--- config.mk ---
export PLATFORM = sky130hd
export DESIGN_NAME = bcd_mod_counter
export DESIGN_NICKNAME = d
export VERILOG_FILES = /design/src/rtl/bcd_mod_counter.sv
export SDC_FILE = /design/constraint.sdc
export NUM_CORES = 1
export LEC_CHECK = 0
export BUFFER_PORTS_ARGS = -buffer_cell sky130_fd_sc_hd__buf_2
export CAP_MARGIN = 20
export CORE_ASPECT_RATIO = 0.75
export CORE_UTILIZATION = 59
export CTS_CLUSTER_DIAMETER = 40
export DETAILED_ROUTE_END_ITERATION = 7
export GPL_TIMING_DRIVEN = 0
export PLACE_DENSITY = 0.85
export SYNTH_ARGS = -nofsm -noshare
export SYNTH_HDL_FRONTEND = slang
export SYNTH_SLANG_ARGS = --single-unit
--- constraint.sdc ---
create_clock -name clk -period 4.9 [get_ports clk]
set_input_delay 0.245 -clock clk [delete_from_list [all_inputs] [get_ports clk]]
set_output_delay 0.245 -clock clk [all_outputs]
set_load 0.05 [all_outputs]
--- src/rtl/bcd_mod_counter.sv ---
// Two-digit BCD modulo counter with up/down count, synchronous preset and a
// one-cycle wrap pulse. Optional alarm compare is enabled by BCD_CNT_MATCH_EN.
module bcd_mod_counter #(
    parameter int MODULUS  = 60,
    parameter int INIT_VAL = 0
) (
    input  logic       clk,
    input  logic       reset,
    input  logic       en,
    input  logic       up_dn,
    input  logic       load,
    input  logic [3:0] load_tens,
    input  logic [3:0] load_ones,
`ifdef BCD_CNT_MATCH_EN
    input  logic [3:0] match_tens,
    input  logic [3:0] match_ones,
    output logic       match,
`endif
    output logic [3:0] tens,
    output logic [3:0] ones,
    output logic       carry
);

    if (MODULUS < 2 || MODULUS > 99) begin : g_bad_modulus
        $error("bcd_mod_counter: MODULUS %0d outside 2..99", MODULUS);
    end
    if (INIT_VAL < 0 || INIT_VAL >= MODULUS) begin : g_bad_init
        $error("bcd_mod_counter: INIT_VAL %0d not below MODULUS %0d", INIT_VAL, MODULUS);
    end

    localparam logic [3:0] MAX_T  = 4'((MODULUS - 1) / 10);
    localparam logic [3:0] MAX_O  = 4'((MODULUS - 1) % 10);
    localparam logic [3:0] INIT_T = 4'(INIT_VAL / 10);
    localparam logic [3:0] INIT_O = 4'(INIT_VAL % 10);

    logic [7:0] load_bin;
    logic       load_ok;
    logic [3:0] tens_nxt;
    logic [3:0] ones_nxt;
    logic       carry_nxt;

    assign load_bin = 8'(load_tens) * 8'd10 + 8'(load_ones);
    assign load_ok  = (load_tens <= 4'd9) && (load_ones <= 4'd9)
                      && (load_bin < 8'(MODULUS));

    always_comb begin
        tens_nxt  = tens;
        ones_nxt  = ones;
        carry_nxt = 1'b0;
        if (load) begin
            if (load_ok) begin
                tens_nxt = load_tens;
                ones_nxt = load_ones;
            end else begin
                tens_nxt = '0;
                ones_nxt = '0;
            end
        end else if (en) begin
            if (up_dn) begin
                if (tens == MAX_T && ones == MAX_O) begin
                    tens_nxt  = '0;
                    ones_nxt  = '0;
                    carry_nxt = 1'b1;
                end else if (ones == 4'd9) begin
                    ones_nxt = '0;
                    tens_nxt = tens + 4'd1;
                end else begin
                    ones_nxt = ones + 4'd1;
                end
            end else begin
                // Borrow out of 00 lands on MODULUS-1, not 99.
                if (tens == '0 && ones == '0) begin
                    tens_nxt  = MAX_T;
                    ones_nxt  = MAX_O;
                    carry_nxt = 1'b1;
                end else if (ones == '0) begin
                    ones_nxt = 4'd9;
                    tens_nxt = tens - 4'd1;
                end else begin
                    ones_nxt = ones - 4'd1;
                end
            end
        end
    end

    always_ff @(posedge clk) begin
        if (!reset) begin
            tens  <= INIT_T;
            ones  <= INIT_O;
            carry <= 1'b0;
        end else begin
            tens  <= tens_nxt;
            ones  <= ones_nxt;
            carry <= carry_nxt;
        end
    end

`ifdef BCD_CNT_MATCH_EN
    // Compared against the next count so match lines up with the displayed value.
    always_ff @(posedge clk) begin
        if (!reset) begin
            match <= 1'b0;
        end else begin
            match <= ({tens_nxt, ones_nxt} == {match_tens, match_ones});
        end
    end
`endif

endmodule

==> flow_summary.toml <==
[timing]
tightest_slew_ns = 0.453
min_period_ns = 2.49
slew_headroom = 0.698
fmax_ghz = 0.401
hold_violations = 0
post-route-period-util = 0.509
grt_setup_unrepaired = "false"
fin_tns_setup_ns = 0
setup_violations = 0
worst_clock_skew_ns = 0.00382
drv_slew = 0

[floorplan]
die_h_um = 39.3
die_x_um = 51.7
pin_count = 22
initial_utilization = 0.628
core-area_sq_um = 1740
dieArea_sq_um = 2030
num_rows = 13

[synth]
synthDistinctLibCells = 42
synthesis.nets = 170
yosysWarningCount = 0
ys_seq_area_frac = 0.165
synth-main-ff-cell = "dfxtp_1"
synth_async_sr_flop_share = 0
syn_avg_cell_area_sq_um = 7.48
netlist_instances = 146
synth-edff-count = 0
ys_ff_latch = 9
synth.cell_area_sq_um = 1090

[clock_tree]
cts_tree = "yes"
h-tree-depth = 1
cts_setup_buffers = 0
insertion_delay_ns = 0.27
cts.sinks = 9
clockBufferDepth = 2
clock-root-buffer = "clkbuf_4"
cts_buffers = 3
cts.hold.buffers_added = 0
cts_resized = 0
path_clk_slew_ns = 0.07

[route]
wl_um = 2890
vias = 1195
drtIter0Drc = 33
wl_per_cell_um = 15.1
firstDrtPassIters = 4
viasPerCell = 6.26
postRouteAntennaNets = 0
drc = 0

[global_route]
grt_overflow_total = 0
grt_max_degree = 11
antenna_found_initial = 0
grt_pass1_vias = 987
grt_pass1_wl_um = 4510
track_usage = 0.322

[worst_setup_path]
cp.required_ns = 5.09
path_cells = "buf_2 > ha_1 > ha_1 > fa_1 > xor2_1 > xnor2_1 > nand3_1 > nor3b_1 > or2_2 > o31ai_1"
cp_slowest_stage_delay_ns = 0.44
cpMostUsedCell = "ha_1"
worstSetupPathType = "in -> reg"
critPathCaptureType = "register"
crit_family = "adder cells"
worst_setup_path_start_kind = "input port"
worst-path-max-fanout = 8
crit_slowest_cell = "fa_1"
crit_arrival_ns = 2.68
path_buf_inv = 1

[placed_design]
place_congestion = 0.875
hpwl_um = 2280
port_buffers = 19

[run]
maxCapViolCount = 0

[layout]
ff_latch_area_sq_um = 180
diodes = 0
fillers = 141
final_common_cell = "buf_2"
fin_nets = 194
syn_to_final_growth_pct = 13.6
post-route-util = 0.713
layout_common_cells = "20 x buf_2, 14 x o21ai_0, 12 x nand2_1, 12 x nand3_1"
multi_input_area_sq_um = 840
layout-drive-gt1-share = 0.225

[power]
cellPowerDensity_nw_per_um2 = 232
ir_drop_uv = 219
power_leakage_nw = 0.512

[worst_hold_path]
min_path_type = "in -> reg"

[run_status]
status = "finished, final reports clean"
layout make-up:
type	count	area share
Multi-Input combinational cell	121	0.676
Sequential cell	9	0.145
Timing Repair Buffer	19	0.0766
Buffer	8	0.0343
Inverter	8	0.0242
Tap cell	22	0.0222
Clock buffer	4	0.0212
flip-flops by register name, indices dropped and copies added (netlist names):
| name | cells |
|---|---|
| ones | 4 |
| carry | 1 |
| tens | 4 |
report_power, final:
group          switching [mW]  internal [mW]  leakage, nW  total [mW]
clock network          0.0314         0.0316       0.0150      0.0630
logic                  0.0870         0.0523        0.423       0.139
registers             0.00735         0.0786       0.0738      0.0859
synthesized netlist by cell type, types with 4 or more instances:
cell type	instances	area share
o21ai_0	14	0.064
nand2_1	12	0.041
nand3_1	12	0.055
dfxtp_1	9	0.16
ha_1	9	0.10
inv_1	8	0.027
nor2_1	8	0.027
a21oi_1	7	0.032
o211ai_1	6	0.041
clkbuf_1	5	0.017
a31oi_1	4	0.023
nor2b_1	4	0.023
nor3_1	4	0.018
tightest hold or removal path: cells and delay by family:
family / cells / cell delay [ns]
compound gates: 1 / 0.06
buf+inv: 2 / 0.16
path summary, 6_finish.rpt:
kind	startpoint	to	slack [ns]	cells past startpoint
worst max register to register	tens[0]$_SDFFE_PN0P_	tens[0]$_SDFFE_PN0P_	2.82	7
worst min-delay path	load_ones[3]	ones[3]$_SDFFE_PN0P_	0.24	3
worst max-delay path	load_tens[3]	ones[3]$_SDFFE_PN0P_	2.41	10
worst min register to register	tens[3]$_SDFFE_PN0P_	tens[3]$_SDFFE_PN0P_	0.64	2
kinds of logic (layout without fill, tap and decap cells):
kind of cell / after synthesis / count (layout) / synth area share
and+or+nand+nor: 55 / 55 / 0.271
AOI/OAI and AO/OA: 49 / 49 / 0.307
adders and majority gates: 11 / 11 / 0.140
DFF: 9 / 9 / 0.165
buffers and inverters: 16 / 39 / 0.0664
muxes: 2 / 2 / 0.0183
xor gates and xnor gates: 4 / 4 / 0.0321
metal layers:
metal	GRT usage	wire length, um	vias to the layer above
met3	0.0930	151	8
met5	0	0	-
li1	-	-	589
met1	0.404	1380	560
met2	0.519	1300	38
met4	0.135	53	0
stage by stage:
stage / cells / hold WS [ns] / setup slack [ns] / area (sq um) / total power, mW
CTS: 191 / 0.243 / 2.45 / 1240 / 0.285
global route: 191 / 0.248 / 2.24 / 1240 / 0.306
global placement: 187 / 0.528 / 2.23 / 1210 / 0.217
floorplan: 146 / 0.387 / 2.51 / 1090 / 0.190
detailed placement: 187 / 0.522 / 2.16 / 1210 / 0.224
finish: 191 / 0.242 / 2.41 / 1240 / 0.288
Note: power is estimated with default switching activity, not from simulation.
